==> src/rtl/div_unit.sv <==
// div_unit: multi-cycle signed divide / remainder (radix-2 restoring, WIDTH iterations).
// Optional feature macro: DIV_EARLY_OUT_EN -- when defined, divide-by-zero and the
// MIN/-1 overflow case finish on the accept edge and go straight to DONE.
module div_unit #(
  parameter int unsigned WIDTH = 32
) (
  input  logic             clk,
  input  logic             reset,
  input  logic             start,
  input  logic [4:0]       aluControl,
  input  logic [WIDTH-1:0] A,
  input  logic [WIDTH-1:0] B,
  output logic             busy,
  output logic             done,
  output logic [WIDTH-1:0] result,
  output logic             div_by_zero
);

  localparam logic [4:0]  OP_DIV = 5'b00011;
  localparam logic [4:0]  OP_MOD = 5'b00100;
  localparam int unsigned CW     = (WIDTH > 1) ? $clog2(WIDTH) : 1;

  typedef enum logic [1:0] {IDLE, CALC, FIX, DONE} state_t;

  state_t           state, next_state;
  logic             busy_nxt, done_nxt;
  logic             accept;
  logic             special;
  logic [WIDTH-1:0] early_res;

  logic             op_mod, neg_q, neg_r, bzero;
  logic [WIDTH:0]   rem;
  logic [WIDTH-1:0] quo, dvs;
  logic [CW-1:0]    count;

  logic [WIDTH-1:0] a_mag, b_mag;
  logic [WIDTH:0]   shifted, diff;
  logic             ge;
  logic [WIDTH-1:0] q_fix, r_fix;

  // Operation accept and operand magnitudes (MIN maps to itself as an unsigned magnitude)
  always_comb begin
    accept = ((state == IDLE) || (state == DONE)) && start &&
             ((aluControl == OP_DIV) || (aluControl == OP_MOD));
    a_mag  = A[WIDTH-1] ? (~A + WIDTH'(1)) : A;
    b_mag  = B[WIDTH-1] ? (~B + WIDTH'(1)) : B;
  end

`ifdef DIV_EARLY_OUT_EN
  // Special-case detection and result for the single-cycle path
  always_comb begin
    special   = 1'b0;
    early_res = '0;
    if (B == '0) begin
      special   = 1'b1;
      early_res = (aluControl == OP_MOD) ? A : '1;
    end else if ((A == {1'b1, {(WIDTH-1){1'b0}}}) && (B == '1)) begin
      special   = 1'b1;
      early_res = (aluControl == OP_MOD) ? '0 : A;
    end
  end
`else
  // Every operation runs the full iterative datapath
  always_comb begin
    special   = 1'b0;
    early_res = '0;
  end
`endif

  // One restoring iteration plus the sign fix-up of the final quotient/remainder
  always_comb begin
    shifted = {rem[WIDTH-1:0], quo[WIDTH-1]};
    diff    = shifted - {1'b0, dvs};
    ge      = (shifted >= {1'b0, dvs});
    q_fix   = neg_q ? (~quo + WIDTH'(1)) : quo;
    r_fix   = neg_r ? (~rem[WIDTH-1:0] + WIDTH'(1)) : rem[WIDTH-1:0];
  end

  // State register with registered busy/done
  always_ff @(posedge clk) begin
    if (reset) begin
      state <= IDLE;
      busy  <= 1'b0;
      done  <= 1'b0;
    end else begin
      state <= next_state;
      busy  <= busy_nxt;
      done  <= done_nxt;
    end
  end

  // Next-state and next-output logic
  always_comb begin
    next_state = state;
    case (state)
      IDLE, DONE: begin
        next_state = IDLE;
        if (accept) next_state = special ? DONE : CALC;
      end
      CALC:    if (count == CW'(WIDTH - 1)) next_state = FIX;
      FIX:     next_state = DONE;
      default: next_state = IDLE;
    endcase
    busy_nxt = (next_state == CALC) || (next_state == FIX);
    done_nxt = (next_state == DONE);
  end

  // Datapath: operand capture, iteration, result write-back
  always_ff @(posedge clk) begin
    if (reset) begin
      op_mod      <= 1'b0;
      neg_q       <= 1'b0;
      neg_r       <= 1'b0;
      bzero       <= 1'b0;
      rem         <= '0;
      quo         <= '0;
      dvs         <= '0;
      count       <= '0;
      result      <= '0;
      div_by_zero <= 1'b0;
    end else if (accept) begin
      op_mod <= (aluControl == OP_MOD);
      neg_r  <= A[WIDTH-1];
      neg_q  <= A[WIDTH-1] ^ B[WIDTH-1];
      bzero  <= (B == '0);
      rem    <= '0;
      quo    <= a_mag;
      dvs    <= b_mag;
      count  <= '0;
      if (special) begin
        result      <= early_res;
        div_by_zero <= (B == '0);
      end
    end else if (state == CALC) begin
      rem   <= ge ? diff : shifted;
      quo   <= {quo[WIDTH-2:0], ge};
      count <= count + CW'(1);
    end else if (state == FIX) begin
      // Divide-by-zero quotient is forced to all ones; remainder is naturally A
      result      <= op_mod ? r_fix : (bzero ? '1 : q_fix);
      div_by_zero <= bzero;
    end
  end

endmodule

==> config.mk <==
export PLATFORM = sky130hd
export DESIGN_NAME = div_unit
export DESIGN_NICKNAME = d
export VERILOG_FILES = /design/src/rtl/div_unit.sv
export SDC_FILE = /design/constraint.sdc
export NUM_CORES = 1
export LEC_CHECK = 0
export CELL_PAD_IN_SITES_DETAIL_PLACEMENT = 1
export CELL_PAD_IN_SITES_GLOBAL_PLACEMENT = 1
export CORE_MARGIN = 1.5
export CORE_UTILIZATION = 35
export DETAILED_ROUTE_END_ITERATION = 6
export PLACE_DENSITY_LB_ADDON = 0.1
export SLEW_MARGIN = 25
export SYNTH_ARGS = -nofsm -noshare
export SYNTH_HDL_FRONTEND = slang
export SYNTH_SLANG_ARGS = --single-unit
==> constraint.sdc <==
create_clock -name clk -period 3.7 [get_ports clk]
set_input_delay 1.11 -clock clk [delete_from_list [all_inputs] [get_ports clk]]
set_output_delay 1.11 -clock clk [all_outputs]
set_load 0.1 [all_outputs]
; Yosys cells after proc, flatten, opt, wreduce, memory -nomap -nowiden
; Cells that the tools add are included.
[classes]
eq_ne = 9
reduce_logical = 11
n_bitwise = 7
n_lt_le_gt_ge = 1
mux = 12
add_sub_neg = 6
[ops]
columns = operator, count
row1 = 32-bit two-way mux, 9
row2 = "32-bit by 1-bit adder with 32-bit output, second input constant", 4
row3 = 32-bit inverter, 4
row4 = 33-bit by 32-bit >= comparator with 1-bit output, 1
row5 = 32-bit zero test, 1
row6 = 32-bit subtractor, 1
row7 = "2-bit == test, second input constant", 4
row8 = 2-bit one-hot mux with 3 select lines, 1
row9 = "5-bit by 1-bit adder with 5-bit output, second input constant", 1
row10 = "5-bit by 2-bit == test with 1-bit output, second input constant", 1
row11 = "5-bit by 3-bit == test with 1-bit output, second input constant", 1
row12 = "5-bit == test, second input constant", 1
row13 = "2-bit by 1-bit == test with 1-bit output, second input constant", 2
row14 = 2-bit OR reduction, 2
row15 = 1-bit logical OR, 3
row16 = 3-bit AND reduction, 1
row17 = 1-bit logical AND, 2
row18 = 2-bit zero test, 1
row19 = 2-bit two-way mux, 1
row20 = 1-bit inverter, 2
row21 = 2-bit nonzero test, 1
row22 = 1-bit two-way mux, 1
row23 = 1-bit XOR, 1
[word_totals]
output_inout_bits = 35
elab_cells = 59
register_bits = 142

; Logic depth before layout (Yosys ltp)
; Gate-level depths: netlist of the first run.
[depth]
word_depth = 8
depth_mapped = 13
ltp_nobuf = 11

; Least setup slack after synthesis of the first run
; Ideal clock, no wire load.
[synth_timing]
path_type = in2reg
start = in B[6]
end = reg dvs[29]
path_stages = 8
arrival_time_ns = 3.506
setup_slack_ns = 0.109
n_path_buf = 0
cell_sequence = or4_1 > or4b_2 > or4_1 > nor2_1 > inv_1 > o31ai_1 > xor2_1 > a211oi_1
[synth_between]
elab_chain_cells = 3
[synth_rtl]
columns = element, line_no
row1 = from (decl), 12  ; input logic [WIDTH-1:0] B,
row2 = 32-bit inverter, 46  ; b_mag = B[WIDTH-1] ? (~B + WIDTH'(1)) : B;
row3 = 32-bit by 1-bit adder with 32-bit output, 46
row4 = 32-bit two-way mux, 46
row5 = to (signal assigned), 128  ; dvs <= b_mag;
row6 = to (decl), 33  ; logic [WIDTH-1:0] quo, dvs;
; Every way passes these cells.
; A chain may end at the register's enable or synchronous reset.

; Final worst setup path of the first run
[layout_timing]
start = in B[13]
end = reg dvs[27]
; The elaborated chain is that of the path after synthesis.

==> results of run 1 <==
worst max-delay path: cells and delay by family:
family,cells,cell delay [ns]
and+or+nand+nor,4,1.63
xor gates and xnor gates,1,0.18
buffers and inverters,2,0.51
AOI/OAI and AO/OA,2,0.44
synthesized netlist by cell type (all sizes together), types with 4 or more instances:
cell,count,share of area
nand2b,10,0.0062
a221oi,24,0.021
or4,18,0.014
xnor2,56,0.048
mux2i,34,0.034
or2,7,0.0046
a211oi,73,0.054
nor3,19,0.0094
clkbuf,66,0.024
inv,56,0.021
o211ai,4,0.0030
xor2,88,0.076
and3,6,0.0037
nand3,15,0.0074
buf,17,0.0074
a31oi,30,0.018
a22oi,4,0.0030
o21a,4,0.0030
o21ai,102,0.050
o41ai,16,0.017
a21oi,65,0.032
nand2,122,0.045
nand4,8,0.0049
nor2,122,0.045
nor4,9,0.0062
o21bai,4,0.0030
ha,40,0.049
a21o,22,0.016
or3,27,0.018
nor2b,13,0.0080
o31ai,38,0.028
dfxtp,142,0.28
kinds of logic after synthesis:
family                   Yosys count  synth area share
adder cells (fa/ha/maj)           41            0.0513
multiplexers                      35            0.0346
XOR/XNOR                         144             0.124
buffers and inverters            139            0.0525
flip-flops                       142             0.280
AND/OR/NAND/NOR                  391             0.184
AO/OA/AOI/OAI                    414             0.273
per-layer routing:
metal	wire length (um)	track usage	vias up
li1	-	-	5029
met1	17800	0.337	4838
met2	14900	0.353	183
met3	1030	0.0274	47
met4	773	0.0732	0
met5	0	0	-
power by group through the flow:
stage               logic, mW  registers [mW]  clock network, mW
floorplan               0.652            1.60                  0
global placement         1.06            1.61                  0
detailed placement       1.07            1.61                  0
CTS                      1.08            1.58               1.73
global route             1.18            1.58               1.79
finish                   1.07            1.58               1.70
stage by stage:
step	power (mW)	TNS (ns)	instances	hold slack, ns	util
2_1_floorplan	2.25	0	1306	0.440	-
3_3_place_gp	2.67	-3.70	1799	0.437	0.420
3_5_place_dp	2.68	-5.17	1799	0.446	0.420
4_1_cts	4.38	0	1831	0.461	0.439
5_1_grt	4.55	-0.00142	1831	0.479	0.440
6_report	4.35	0	1831	0.453	0.440
area by class of cell:
cell class	count	area, um^2	area share
well taps	384	480	0.0381
inverters	56	210	0.0167
multi-input cells	1025	6840	0.543
flip-flops and latches	142	2840	0.226
clock inverters	15	129	0.0102
clock buffers	17	425	0.0337
repair buffers	192	1680	0.133
state kept, by name, summed over array words and instances (netlist names), 2 cells and up:
signal,count
rem,32
count,5
state,2
result,32
dvs,32
quo,32
how the worst min path moves through the flow:
stage                                  from                       to  slack (ns)  depth (start not counted)
floorplan               dvs[0]$_SDFFE_PP0P_      dvs[0]$_SDFFE_PP0P_        0.44                          2
global placement    result[26]$_SDFFE_PP0P_  result[26]$_SDFFE_PP0P_        0.44                          1
detailed placement  result[29]$_SDFFE_PP0P_  result[29]$_SDFFE_PP0P_        0.45                          1
CTS                 result[23]$_SDFFE_PP0P_  result[23]$_SDFFE_PP0P_        0.46                          2
global route        result[29]$_SDFFE_PP0P_  result[29]$_SDFFE_PP0P_        0.48                          1
finish              result[23]$_SDFFE_PP0P_  result[23]$_SDFFE_PP0P_        0.45                          2
==> summary.txt, run 1 <==
Timing
  • Relative slew slack: 0.422
  • Maximum clock rate: 0.282 GHz
  • Final WS setup: 0.154 ns
  • Final hold violations: 0
  • Slew Limit Fails: 0
  • Final Setup Violations: 0
  • Tightest Pin Transition: 0.864 ns
  • Minimum clock period: 3.55 ns
  • Fin Clk Skew: 0.0137 ns
  • Final period util: 0.958

Clock tree
  • Bufs on Longest Clock Path: 2
  • Hold_buf cts: 0
  • Num CTS Buffers: 17
  • Post-CTS Setup Bufs: 0
  • Max H-tree Level: 4
  • Clk Latency, worst-skew pair: 0.44 ns
  • Clock-pin transition on the worst setup and hold timing paths: 0.07 ns
  • Post-cts sizing count: 0
  • CTS Sinks: 142
  • Root buffer cell: clkbuf_16
  • CTS tree: done

Synthesis
  • #FFs+latches synth: 142
  • Post-synth cell types: 67
  • Top FF cell, synth: dfxtp_1
  • Synthesized area per cell: 7.78 um^2
  • Synthesized area: 10,200 um^2
  • Post-synth EDFFs: 0
  • Sequential area share after synthesis: 0.280
  • Synth async-reset ratio: 0
  • Post-Syn Nets: 1,419
  • Post-Synthesis Cells: 1,306
  • Ys Warns: 0

Setup path
  • Worst path arrival time: 3.86 ns
  • Worst-case reg-to-reg path depth: 11
  • Worst-path maximum fanout: 4
  • Crit path top cell by count: or4_4
  • Slowest stage delay, CP: 0.55 ns
  • Crit path launch: B[13]
  • Worst r2r dst: rem[2]$_SDFFE_PP0P_
  • Worst setup path end: dvs[27]$_SDFFE_PP0P_
  • CP Class: in2reg
  • Crit start category: input port
  • Critical path endpoint category: flip-flop
  • Cell with the biggest individual delay on the critical path: or4_4
  • FF-to-FF Start: dvs[26]$_SDFFE_PP0P_
  • Worst path cell trace: clkdlybuf4s50_1 > or4_4 > or4_4 > or4_4 > nor2_1 > inv_2 > o41ai_4 > xor2_1 > a211oi_1
  • R2R setup slack: 0.52 ns
  • CP Data Required Time: 4.01 ns

Place
  • Place WS: -0.397 ns
  • Post-DP Area: 12,000 um^2
  • Hpwl dp: 27,000 um
  • Count of input and output buffers: 106
  • GPL Wtd Cong: 0.873

Final layout
  • Commonest non-fill, non-tap cell in the layout: dfxtp_1
  • Fill cells: 3,485
  • Post-Layout Inst Area: 12,600 um^2
  • Net count reported at finish: 1,547
  • Ant diodes: 0
  • Layout cells sized above 1: 0.126
  • Area Overhead vs Synth: 24.1%
  • Commonest non-fill, non-tap cells in the layout: dfxtp_1, nand2_1, nor2_1

Route
  • Final wirelength: 34,600 um
  • Detailed-router iteration count before antenna repair: 5
  • Avg WL per Cell: 18.9 um
  • Routed Antenna Nets: 0
  • Remaining DRCs: 0
  • Vias per cell: 5.51
  • Total number of vias: 10.1k
  • DRT iter0 DRCs: 485

Power and ir drop
  • Maximum vdd ir drop: 0.299 mV
  • Pwr Density: 345 nW/um^2
  • Pint: 2.88 mW
  • Comb power frac: 0.247
  • Switching part of the total: 0.337
  • Sequential Power Share: 0.362
  • Switch Pwr: 1.47 mW
  • Leak pwr: 4.93 nW
  • Clock power share: 0.391

Global route
  • First-pass GRT wire length: 55,200 um
  • Gr usage total: 0.231
  • Initial antenna violation count: 0
  • Vias in the first global route: 9,995
  • Pin count of the biggest net entering global routing: 76
  • Total grt overflow: 0

Floorplan
  • DIE AREA: 30,000 um^2
  • Die width: 173 um
  • Cell Rows: 62
  • Die Ht: 173 um
  • IO Pins: 107
  • Core area: 28,600 um^2
  • Initial core utilization: 0.355

Worst hold path
  • Hold Crit Class: reg2reg

Run
  • Max-cap check violation count: 0

Outcome
  • Outcome: finished, final reports clean
(Power assumes the default switching activity.)
==> inputs of run 2 (changes only) <==
- CAP_MARGIN: not set -> 20
==> results of run 2 <==
No change in the layout: final DEF, timing and power equal those of run 1.
